## src/rtl/edit_sequencer.sv

```systemverilog
// ============================================================================
// edit_sequencer
// ----------------------------------------------------------------------------
// Purpose:
//   Front end for a clock/calendar setting panel. Three raw push buttons
//   (change, increase, decrease) are synchronized and debounced. The change
//   button walks the edit field RUN -> 1 -> 2 -> 3 -> RUN. The increase and
//   decrease buttons produce one-clock strobes for the counter datapath while
//   an edit field is selected. An inactivity timer based on tick_1s drops
//   back to RUN when the operator walks away.
//
// Optional feature:
//   EDIT_SEQUENCER_AUTO_REPEAT_EN
//     defined   : a single held inc/dec button auto-repeats, first repeat
//                 REPEAT_DLY cycles after the initial pulse, then every
//                 REPEAT_PER cycles.
//     undefined : one pulse per debounced press; no repeat counters exist.
//
// Parameters:
//   DEB_CYCLES  cycles a synchronized level must disagree before the
//               debounced level follows it
//   REPEAT_DLY  hold time before the first auto-repeat pulse
//   REPEAT_PER  spacing of later auto-repeat pulses
//   TIMEOUT_S   tick_1s strobes without activity before editing aborts
//
// Ports:
//   clk            system clock
//   rst_n          asynchronous reset, active low
//   tick_1s        one-clock 1 Hz strobe
//   sw_mode        0 = time fields, 1 = date fields
//   butt_change    raw change button, 0 = pressed
//   butt_increase  raw increase button, 0 = pressed
//   butt_decrease  raw decrease button, 0 = pressed
//   field          0 = RUN, 1..3 = selected edit field
//   inc_pulse      one-clock increment strobe
//   dec_pulse      one-clock decrement strobe
//   led_field      one-hot field indicator, bit n-1 for field n
//   edit_active    high whenever field is not RUN
// ============================================================================
module edit_sequencer #(
    parameter int DEB_CYCLES = 250_000,
    parameter int REPEAT_DLY = 25_000_000,
    parameter int REPEAT_PER = 6_250_000,
    parameter int TIMEOUT_S  = 10
) (
    input  logic       clk,
    input  logic       rst_n,
    input  logic       tick_1s,
    input  logic       sw_mode,
    input  logic       butt_change,
    input  logic       butt_increase,
    input  logic       butt_decrease,
    output logic [1:0] field,
    output logic       inc_pulse,
    output logic       dec_pulse,
    output logic [2:0] led_field,
    output logic       edit_active
);

    localparam int DW = (DEB_CYCLES > 1) ? $clog2(DEB_CYCLES + 1) : 1;
    localparam int TW = (TIMEOUT_S > 1) ? $clog2(TIMEOUT_S + 1) : 1;

    // Button index inside the packed vectors below.
    localparam int B_CHG = 0;
    localparam int B_INC = 1;
    localparam int B_DEC = 2;

    logic [2:0]    raw_btn;
    logic [2:0]    sync_a;
    logic [2:0]    sync_b;
    logic [2:0]    deb;
    logic [2:0]    deb_d;
    logic [DW-1:0] deb_cnt [3];

    logic [2:0]    pressed;
    logic [2:0]    press_edge;

    logic          sw_mode_d;
    logic          mode_chg;
    logic          in_edit;
    logic          timeout;
    logic [TW-1:0] timer;
    logic [1:0]    field_nxt;
    logic          field_chg;
    logic          clr_rep;
    logic [2:0]    led_nxt;

    logic          blk_inc;
    logic          blk_dec;
    logic          eff_inc;
    logic          eff_dec;
    logic          eff_inc_d;
    logic          eff_dec_d;
    logic          rise_inc;
    logic          rise_dec;
    logic          fire_inc;
    logic          fire_dec;

    assign raw_btn = {butt_decrease, butt_increase, butt_change};

    // Two-flop synchronizer followed by a per-button debouncer. The counter
    // only advances while the synchronized level disagrees with the
    // debounced level; any agreeing sample throws the partial count away.
    // deb_d keeps last cycle's debounced level so a press edge can be seen.
    always_ff @(posedge clk or negedge rst_n) begin
        if (!rst_n) begin
            sync_a <= 3'b111;
            sync_b <= 3'b111;
            deb    <= 3'b111;
            deb_d  <= 3'b111;
            for (int b = 0; b < 3; b++) begin
                deb_cnt[b] <= '0;
            end
        end else begin
            sync_a <= raw_btn;
            sync_b <= sync_a;
            deb_d  <= deb;
            for (int b = 0; b < 3; b++) begin
                if (sync_b[b] == deb[b]) begin
                    deb_cnt[b] <= '0;
                end else if (deb_cnt[b] >= DW'(DEB_CYCLES - 1)) begin
                    deb[b]     <= sync_b[b];
                    deb_cnt[b] <= '0;
                end else begin
                    deb_cnt[b] <= deb_cnt[b] + 1'b1;
                end
            end
        end
    end

    // Press edges are high for exactly the one cycle in which the debounced
    // level has just gone low. The effective inc/dec levels fold in the
    // "both held means neither" rule, the post-field-change lockout and the
    // RUN suppression, so a rising effective level is a fresh press.
    always_comb begin
        pressed    = ~deb;
        press_edge = ~deb & deb_d;
        mode_chg   = sw_mode ^ sw_mode_d;
        in_edit    = (field != 2'd0);
        timeout    = tick_1s && in_edit && (timer >= TW'(TIMEOUT_S - 1));
        eff_inc    = pressed[B_INC] && !pressed[B_DEC] && !blk_inc && in_edit;
        eff_dec    = pressed[B_DEC] && !pressed[B_INC] && !blk_dec && in_edit;
        rise_inc   = eff_inc && !eff_inc_d;
        rise_dec   = eff_dec && !eff_dec_d;
    end

    // Next field. A mode toggle while editing wins because the fields of the
    // other mode are meaningless; a change press outranks the inactivity
    // timeout, and the 2-bit add wraps 3 back to RUN on its own.
    always_comb begin
        field_nxt = field;
        if (mode_chg && in_edit) begin
            field_nxt = 2'd0;
        end else if (press_edge[B_CHG]) begin
            field_nxt = field + 2'd1;
        end else if (timeout) begin
            field_nxt = 2'd0;
        end
        field_chg = (field_nxt != field);
        clr_rep   = field_chg || mode_chg;
        case (field_nxt)
            2'd1:    led_nxt = 3'b001;
            2'd2:    led_nxt = 3'b010;
            2'd3:    led_nxt = 3'b100;
            default: led_nxt = 3'b000;
        endcase
    end

    // Field register with its decoded indicators. The indicators decode the
    // next field so they change on the same edge as field itself.
    always_ff @(posedge clk or negedge rst_n) begin
        if (!rst_n) begin
            field       <= 2'd0;
            led_field   <= 3'b000;
            edit_active <= 1'b0;
            sw_mode_d   <= 1'b0;
        end else begin
            field       <= field_nxt;
            led_field   <= led_nxt;
            edit_active <= (field_nxt != 2'd0);
            sw_mode_d   <= sw_mode;
        end
    end

    // Inactivity timer. Any press or field change restarts it; otherwise it
    // counts seconds while editing. Reaching the limit causes a field change
    // through field_nxt, which in turn clears the timer here.
    always_ff @(posedge clk or negedge rst_n) begin
        if (!rst_n) begin
            timer <= '0;
        end else if ((|press_edge) || field_chg) begin
            timer <= '0;
        end else if (tick_1s && in_edit && (timer < TW'(TIMEOUT_S))) begin
            timer <= timer + 1'b1;
        end
    end

    // Lockout flags. A button still held when the field or mode changes is
    // ignored until it is released, so an adjustment never leaks into the
    // newly selected field. The effective-level history is kept alongside.
    always_ff @(posedge clk or negedge rst_n) begin
        if (!rst_n) begin
            blk_inc   <= 1'b0;
            blk_dec   <= 1'b0;
            eff_inc_d <= 1'b0;
            eff_dec_d <= 1'b0;
        end else begin
            if (!pressed[B_INC]) begin
                blk_inc <= 1'b0;
            end else if (clr_rep) begin
                blk_inc <= 1'b1;
            end
            if (!pressed[B_DEC]) begin
                blk_dec <= 1'b0;
            end else if (clr_rep) begin
                blk_dec <= 1'b1;
            end
            eff_inc_d <= eff_inc;
            eff_dec_d <= eff_dec;
        end
    end

`ifdef EDIT_SEQUENCER_AUTO_REPEAT_EN
    localparam int RMAX = (REPEAT_DLY > REPEAT_PER) ? REPEAT_DLY : REPEAT_PER;
    localparam int RW   = (RMAX > 1) ? $clog2(RMAX + 1) : 1;

    logic [RW-1:0] rep_cnt_inc;
    logic [RW-1:0] rep_cnt_dec;
    logic          rep_per_inc;
    logic          rep_per_dec;

    // A repeat fires once the hold counter reaches the initial delay, and
    // afterwards every time it reaches the period. The counter reads 1 in
    // the cycle the previous pulse appears, so the spacing is exact.
    always_comb begin
        fire_inc = eff_inc && eff_inc_d &&
                   (rep_per_inc ? (rep_cnt_inc == RW'(REPEAT_PER))
                                : (rep_cnt_inc == RW'(REPEAT_DLY)));
        fire_dec = eff_dec && eff_dec_d &&
                   (rep_per_dec ? (rep_cnt_dec == RW'(REPEAT_PER))
                                : (rep_cnt_dec == RW'(REPEAT_DLY)));
    end

    // Hold counters. They sit at zero whenever the effective level is low
    // (released, both held, locked out) and on any field or mode change.
    always_ff @(posedge clk or negedge rst_n) begin
        if (!rst_n) begin
            rep_cnt_inc <= '0;
            rep_cnt_dec <= '0;
            rep_per_inc <= 1'b0;
            rep_per_dec <= 1'b0;
        end else begin
            if (clr_rep || !eff_inc) begin
                rep_cnt_inc <= '0;
                rep_per_inc <= 1'b0;
            end else if (fire_inc) begin
                rep_cnt_inc <= RW'(1);
                rep_per_inc <= 1'b1;
            end else if (rep_cnt_inc != RW'(RMAX)) begin
                rep_cnt_inc <= rep_cnt_inc + 1'b1;
            end
            if (clr_rep || !eff_dec) begin
                rep_cnt_dec <= '0;
                rep_per_dec <= 1'b0;
            end else if (fire_dec) begin
                rep_cnt_dec <= RW'(1);
                rep_per_dec <= 1'b1;
            end else if (rep_cnt_dec != RW'(RMAX)) begin
                rep_cnt_dec <= rep_cnt_dec + 1'b1;
            end
        end
    end
`else
    // Without auto-repeat only the fresh-press edge produces a pulse. The
    // repeat parameters are still referenced so the interface stays the same
    // in both builds; a nonsensical setting simply has nothing to act on.
    always_comb begin
        fire_inc = 1'b0;
        fire_dec = 1'b0;
    end

    if (REPEAT_DLY < 1 || REPEAT_PER < 1) begin : g_repeat_cfg_unused
    end
`endif

    // Output strobes. Pulses are dropped on a field or mode change edge so
    // none is ever seen together with a different field than it was meant
    // for. eff_inc and eff_dec are mutually exclusive, so are the strobes.
    always_ff @(posedge clk or negedge rst_n) begin
        if (!rst_n) begin
            inc_pulse <= 1'b0;
            dec_pulse <= 1'b0;
        end else begin
            inc_pulse <= !clr_rep && (rise_inc || fire_inc);
            dec_pulse <= !clr_rep && (rise_dec || fire_dec);
        end
    end

endmodule

```

## config.mk

```make
export PLATFORM = sky130hd
export DESIGN_NAME = edit_sequencer
export DESIGN_NICKNAME = d
export VERILOG_FILES = /design/src/rtl/edit_sequencer.sv
export SDC_FILE = /design/constraint.sdc
export NUM_CORES = 1
export LEC_CHECK = 0
export CAP_MARGIN = 30
export CORE_UTILIZATION = 58
export CTS_BUF_LIST = sky130_fd_sc_hd__clkbuf_8
export DETAILED_ROUTE_END_ITERATION = 8
export PLACE_DENSITY = 0.75
export SYNTH_ARGS = -nofsm -noshare
export SYNTH_HDL_FRONTEND = slang
export SYNTH_SLANG_ARGS = --single-unit
```

## constraint.sdc

```tcl
create_clock -name clk -period 5.1 [get_ports clk]
set_input_delay 0.51 -clock clk [delete_from_list [all_inputs] [get_ports clk]]
set_output_delay 0.51 -clock clk [all_outputs]
set_load 0.01 [all_outputs]
```

==> flow_summary.html <==
<table>
<tr><th>Metric</th><th>Value</th></tr>
<tr><th colspan="2">Timing</th></tr>
<tr><td>Number of setup violations in the final report</td><td>0</td></tr>
<tr><td>Worst Hold Slack</td><td>between 0.03 and 0.04 ns</td></tr>
<tr><td>Minimum clock period after layout</td><td>slightly below 2 ns</td></tr>
<tr><td>Remaining max-slew budget at the tightest pin</td><td>50.7%</td></tr>
<tr><td>Final clock period utilization by the worst path</td><td>38.8%</td></tr>
<tr><td>Worst-case setup margin in the final layout</td><td>3.12 ns</td></tr>
<tr><td>Final number of hold-violating endpoints</td><td>0</td></tr>
<tr><td>Transition time of the tightest slew-check pin</td><td>0.730 ns</td></tr>
<tr><td>Unrepaired setup endpoints after global routing</td><td>no</td></tr>
<tr><td>Peak Freq</td><td>roughly 500 MHz</td></tr>
<tr><td>Max-slew violation total from the final report</td><td>0</td></tr>
<tr><td>Clock Skew</td><td>roughly 0.010 ns</td></tr>
<tr><td>Setup_tns</td><td>0 ns</td></tr>
<tr><th colspan="2">Critical path</th></tr>
<tr><td>R2r worst-path depth</td><td>5</td></tr>
<tr><td>Timing endpoint of the critical path</td><td>inc_pulse</td></tr>
<tr><td>Maximum net fanout on the critical path</td><td>6</td></tr>
<tr><td>Startpoint-to-endpoint class of the critical path</td><td>flop to flop</td></tr>
<tr><td>Data required time of the critical path</td><td>5.31 ns</td></tr>
<tr><td>CP Data Arrival Time</td><td>2.19 ns</td></tr>
<tr><td>RR Endpoint</td><td>inc_pulse</td></tr>
<tr><td>Critical Path Start</td><td>field[0]</td></tr>
<tr><td>Reg-to-Reg Start</td><td>field[0]</td></tr>
<tr><td>R2r setup slk</td><td>about 3.1 ns</td></tr>
<tr><td>Setup crit start kind</td><td>flop</td></tr>
<tr><td>Endpoint kind of the worst setup timing path</td><td>flop</td></tr>
<tr><th colspan="2">Finish</th></tr>
<tr><td>Fillers</td><td>491</td></tr>
<tr><td>Area occupied by multi-input gates</td><td>1750 um2</td></tr>
<tr><td>Number of antenna cells inserted</td><td>0</td></tr>
<tr><td>Post-route cell area</td><td>4380 um2</td></tr>
<tr><td>Area grow syn2layout</td><td>10.9%</td></tr>
<tr><td>Proportion of layout cells with a drive suffix above 1</td><td>11.9%</td></tr>
<tr><td>Nets</td><td>404</td></tr>
<tr><td>Seq. cell area</td><td>between 2000 and 2500 um2</td></tr>
<tr><td>Final core utilization</td><td>67.9%</td></tr>
<tr><th colspan="2">Place</th></tr>
<tr><td>Worst setup slack after placement</td><td>3.00 ns</td></tr>
<tr><td>Placed cell areas</td><td>4170 um2</td></tr>
<tr><td>Count of input and output buffers</td><td>14</td></tr>
<tr><td>Placed wire-length estimate after detailed placement</td><td>4.55 mm</td></tr>
<tr><td>RD Place Congestion</td><td>around 0.76</td></tr>
<tr><th colspan="2">Yosys</th></tr>
<tr><td>Number of nets produced by synthesis</td><td>384</td></tr>
<tr><td>Fraction of synthesized cell area taken by the top area cell type</td><td>44.9%</td></tr>
<tr><td>Synthesized instance count</td><td>370</td></tr>
<tr><td>Yosys top cell by area</td><td>dfrtp_1</td></tr>
<tr><td>Synth Warn #</td><td>0</td></tr>
<tr><td>Largest cells by area after synthesis</td><td>dfrtp_1 45%, xnor2_1 9.3%, dfstp_2 8.0%, nor2_1 6.2%, nor4_1 2.8%</td></tr>
<tr><td>Count of distinct cell types in the synthesized netlist</td><td>44</td></tr>
<tr><td>Mean cell area of the mapped netlist</td><td>~11 um2</td></tr>
<tr><td>Share of flip-flops with an asynchronous set or reset after synthesis</td><td>100%</td></tr>
<tr><td>Synth Register Bits</td><td>83</td></tr>
<tr><td>Number of enable flip-flop cells after synthesis</td><td>0</td></tr>
<tr><td>Post-Synthesis Cell Area</td><td>between 3000 and 4000 um2</td></tr>
<tr><td>Post-synthesis sequential area ratio</td><td>a little over half</td></tr>
<tr><td>Top flip-flop cell by instance count after synthesis</td><td>dfrtp_1</td></tr>
<tr><th colspan="2">Detailed routing</th></tr>
<tr><td>WL/cell</td><td>14.4 um</td></tr>
<tr><td>Post-DR vias/cell</td><td>5.73</td></tr>
<tr><td>Total wire length after detailed routing</td><td>6.81 mm</td></tr>
<tr><td>TritonRoute pass-1 iters</td><td>6</td></tr>
<tr><td>Antenna Nets Post-Route</td><td>0</td></tr>
<tr><td>Number of vias in the routed layout</td><td>between 2000 and 3000</td></tr>
<tr><td>Number of violations reported at the end of detailed-routing iteration 0</td><td>between 80 and 90</td></tr>
<tr><td>Remaining design rule violation count</td><td>1</td></tr>
<tr><th colspan="2">Floorplanning</th></tr>
<tr><td>DIE WIDTH</td><td>~85 um</td></tr>
<tr><td>Area of the die</td><td>7150 um2</td></tr>
<tr><td>Initial standard-cell utilization of the core</td><td>61.2%</td></tr>
<tr><td>Placeable core region</td><td>6460 um2</td></tr>
<tr><td>Boundary Pins</td><td>15</td></tr>
<tr><td>Count of standard-cell rows</td><td>29</td></tr>
<tr><td>Die height</td><td>~85 um</td></tr>
<tr><th colspan="2">Clock network</th></tr>
<tr><td>TritonCTS clock tree</td><td>built</td></tr>
<tr><td>CTS H-tree lvls</td><td>3</td></tr>
<tr><td>Clk_lat worst skew</td><td>0.36 ns</td></tr>
<tr><td>Max clock buf depth</td><td>2</td></tr>
<tr><td>Number of buffers created by CTS</td><td>9</td></tr>
<tr><td>Clock slew seen by the registers of the worst setup and hold paths</td><td>0.08 ns</td></tr>
<tr><td>Clock root buffer</td><td>clkbuf_8</td></tr>
<tr><td>Gates resized, CTS repair</td><td>0</td></tr>
<tr><td>CTS Hold Buffers Added</td><td>0</td></tr>
<tr><td>Sinks on the clock net</td><td>83</td></tr>
<tr><td>Post-CTS repair timing setup buffer count</td><td>0</td></tr>
<tr><th colspan="2">Power</th></tr>
<tr><td>Worst IR drop on VDD</td><td>about 0.00021 V</td></tr>
<tr><td>Lkg Pwr</td><td>0.00171 uW</td></tr>
<tr><td>Power density over cell area</td><td>a little over 300 nW/um2</td></tr>
<tr><th colspan="2">Job</th></tr>
<tr><td>Max capacitance violation total</td><td>0</td></tr>
<tr><th colspan="2">Outcome</th></tr>
<tr><td>Status</td><td>complete, but fails checks</td></tr>
<tr><td>Failing checks</td><td>design-rule violations</td></tr>
<tr><th colspan="2">Global route</th></tr>
<tr><td>Total Routing Usage GR</td><td>22.0%</td></tr>
<tr><td>Residual overflow from global routing</td><td>0</td></tr>
<tr><td>Maximum number of pins on one net before global-route repair</td><td>62</td></tr>
<tr><td>Initial antenna violation count</td><td>0</td></tr>
<tr><td>Via count of the first global-routing pass</td><td>between 2000 and 3000</td></tr>
<tr><td>Global-route wire length before repair</td><td>12.3 mm</td></tr>
<tr><th colspan="2">Worst hold path</th></tr>
<tr><td>Class of the tightest hold or removal check</td><td>input pin to asynchronous set/reset pin</td></tr>
</table>
worst min path at each step:
| stage | slack [ns] | start | to |
|---|---|---|---|
| floorplan | 0.21 | rst_n | blk_dec |
| global placement | 0.35 | sync_a[2] | sync_b[2] |
| detailed placement | 0.35 | sync_a[1] | sync_b[1] |
| CTS | 0.03 | rst_n | deb_cnt[22] |
| global route | 0.04 | rst_n | timer[3] |
| finish | 0.04 | rst_n | timer[3] |
critical path, cell delays in order (launching register included):
cell,delay [ns]
dfrtp_1,0.40
inv_1,0.10
ha_1,0.27
nand3b_1,0.24
o311ai_0,0.69
nor3b_1,0.13
cell usage after synthesis, drive strengths merged, types with 4 or more instances:
library cell and instances:
ha 7, xnor2 42, nor2 65, xor2 6, nor4 18, nor3 10
nand3 19, nand4 10, inv 17, dfrtp 71, a41oi 4, and4 6
dfstp 12, o311ai 4, and3 4, o31ai 5, nand2 17, a21oi 9
or4 6
cell type report:
class                      count  share of cell area, %
clock buffer                  12                   3.77
clock inverter                 4                   1.11
inverter                      17                   1.46
multi-input combinational    264                   40.0
sequential                    83                   47.7
tap                           77                   2.20
timing repair buffer          15                   3.77
power by group:
| group | switching, uW | internal (uW) |
|---|---|---|
| clock network | 227 | 265 |
| logic | 68.0 | 51.9 |
| registers | 26.2 | 688 |
sequential cells by signal, summed over array words and instances, names as in the netlist:
register	flops
eff_dec_d	1
led_field	3
inc_pulse	1
deb_d	3
sync_b	3
sync_a	3
eff_inc_d	1
edit_active	1
field	2
deb_cnt	54
dec_pulse	1
blk_dec	1
timer	4
sw_mode_d	1
blk_inc	1
deb	3
through the flow:
stage / cells / total power [uW]
global route: 472 / 1400
global placement: 455 / 841
detailed placement: 456 / 847
CTS: 472 / 1350
finish: 472 / 1330
floorplan: 370 / 796
kinds of logic (layout without fill, tap and decap cells):
kind of cell | after synthesis | count (layout) | synth area share (%)
adder cells (fa/ha/maj) | 7 | 7 | 2.21
buffers and inverters | 23 | 48 | 2.78
AO/OA/AOI/OAI | 35 | 35 | 7.59
multiplexers | 3 | 3 | 0.854
XOR/XNOR | 48 | 48 | 10.6
flip-flops | 83 | 83 | 52.9
AND/OR/NAND/NOR | 171 | 171 | 23.0
layer usage:
layer,global-route usage [%],wire [um]
met5,0,0
met4,10.3,127
met3,6.10,226
met2,32.8,3070
met1,29.9,3390
layout by cell type, fill, tap and decap left out, types with 7 or more instances in the layout:
master / instances
nand3_1: 16
clkdlybuf4s50_1: 13
dfstp_2: 12
a21oi_1: 9
clkbuf_8: 12
nand2_1: 14
ha_1: 7
nor3_1: 10
nor4_1: 18
inv_1: 18
xnor2_1: 42
dfrtp_1: 71
nor2_1: 65
nand4_1: 9
No activity file was read; power rests on OpenSTA's default activity.
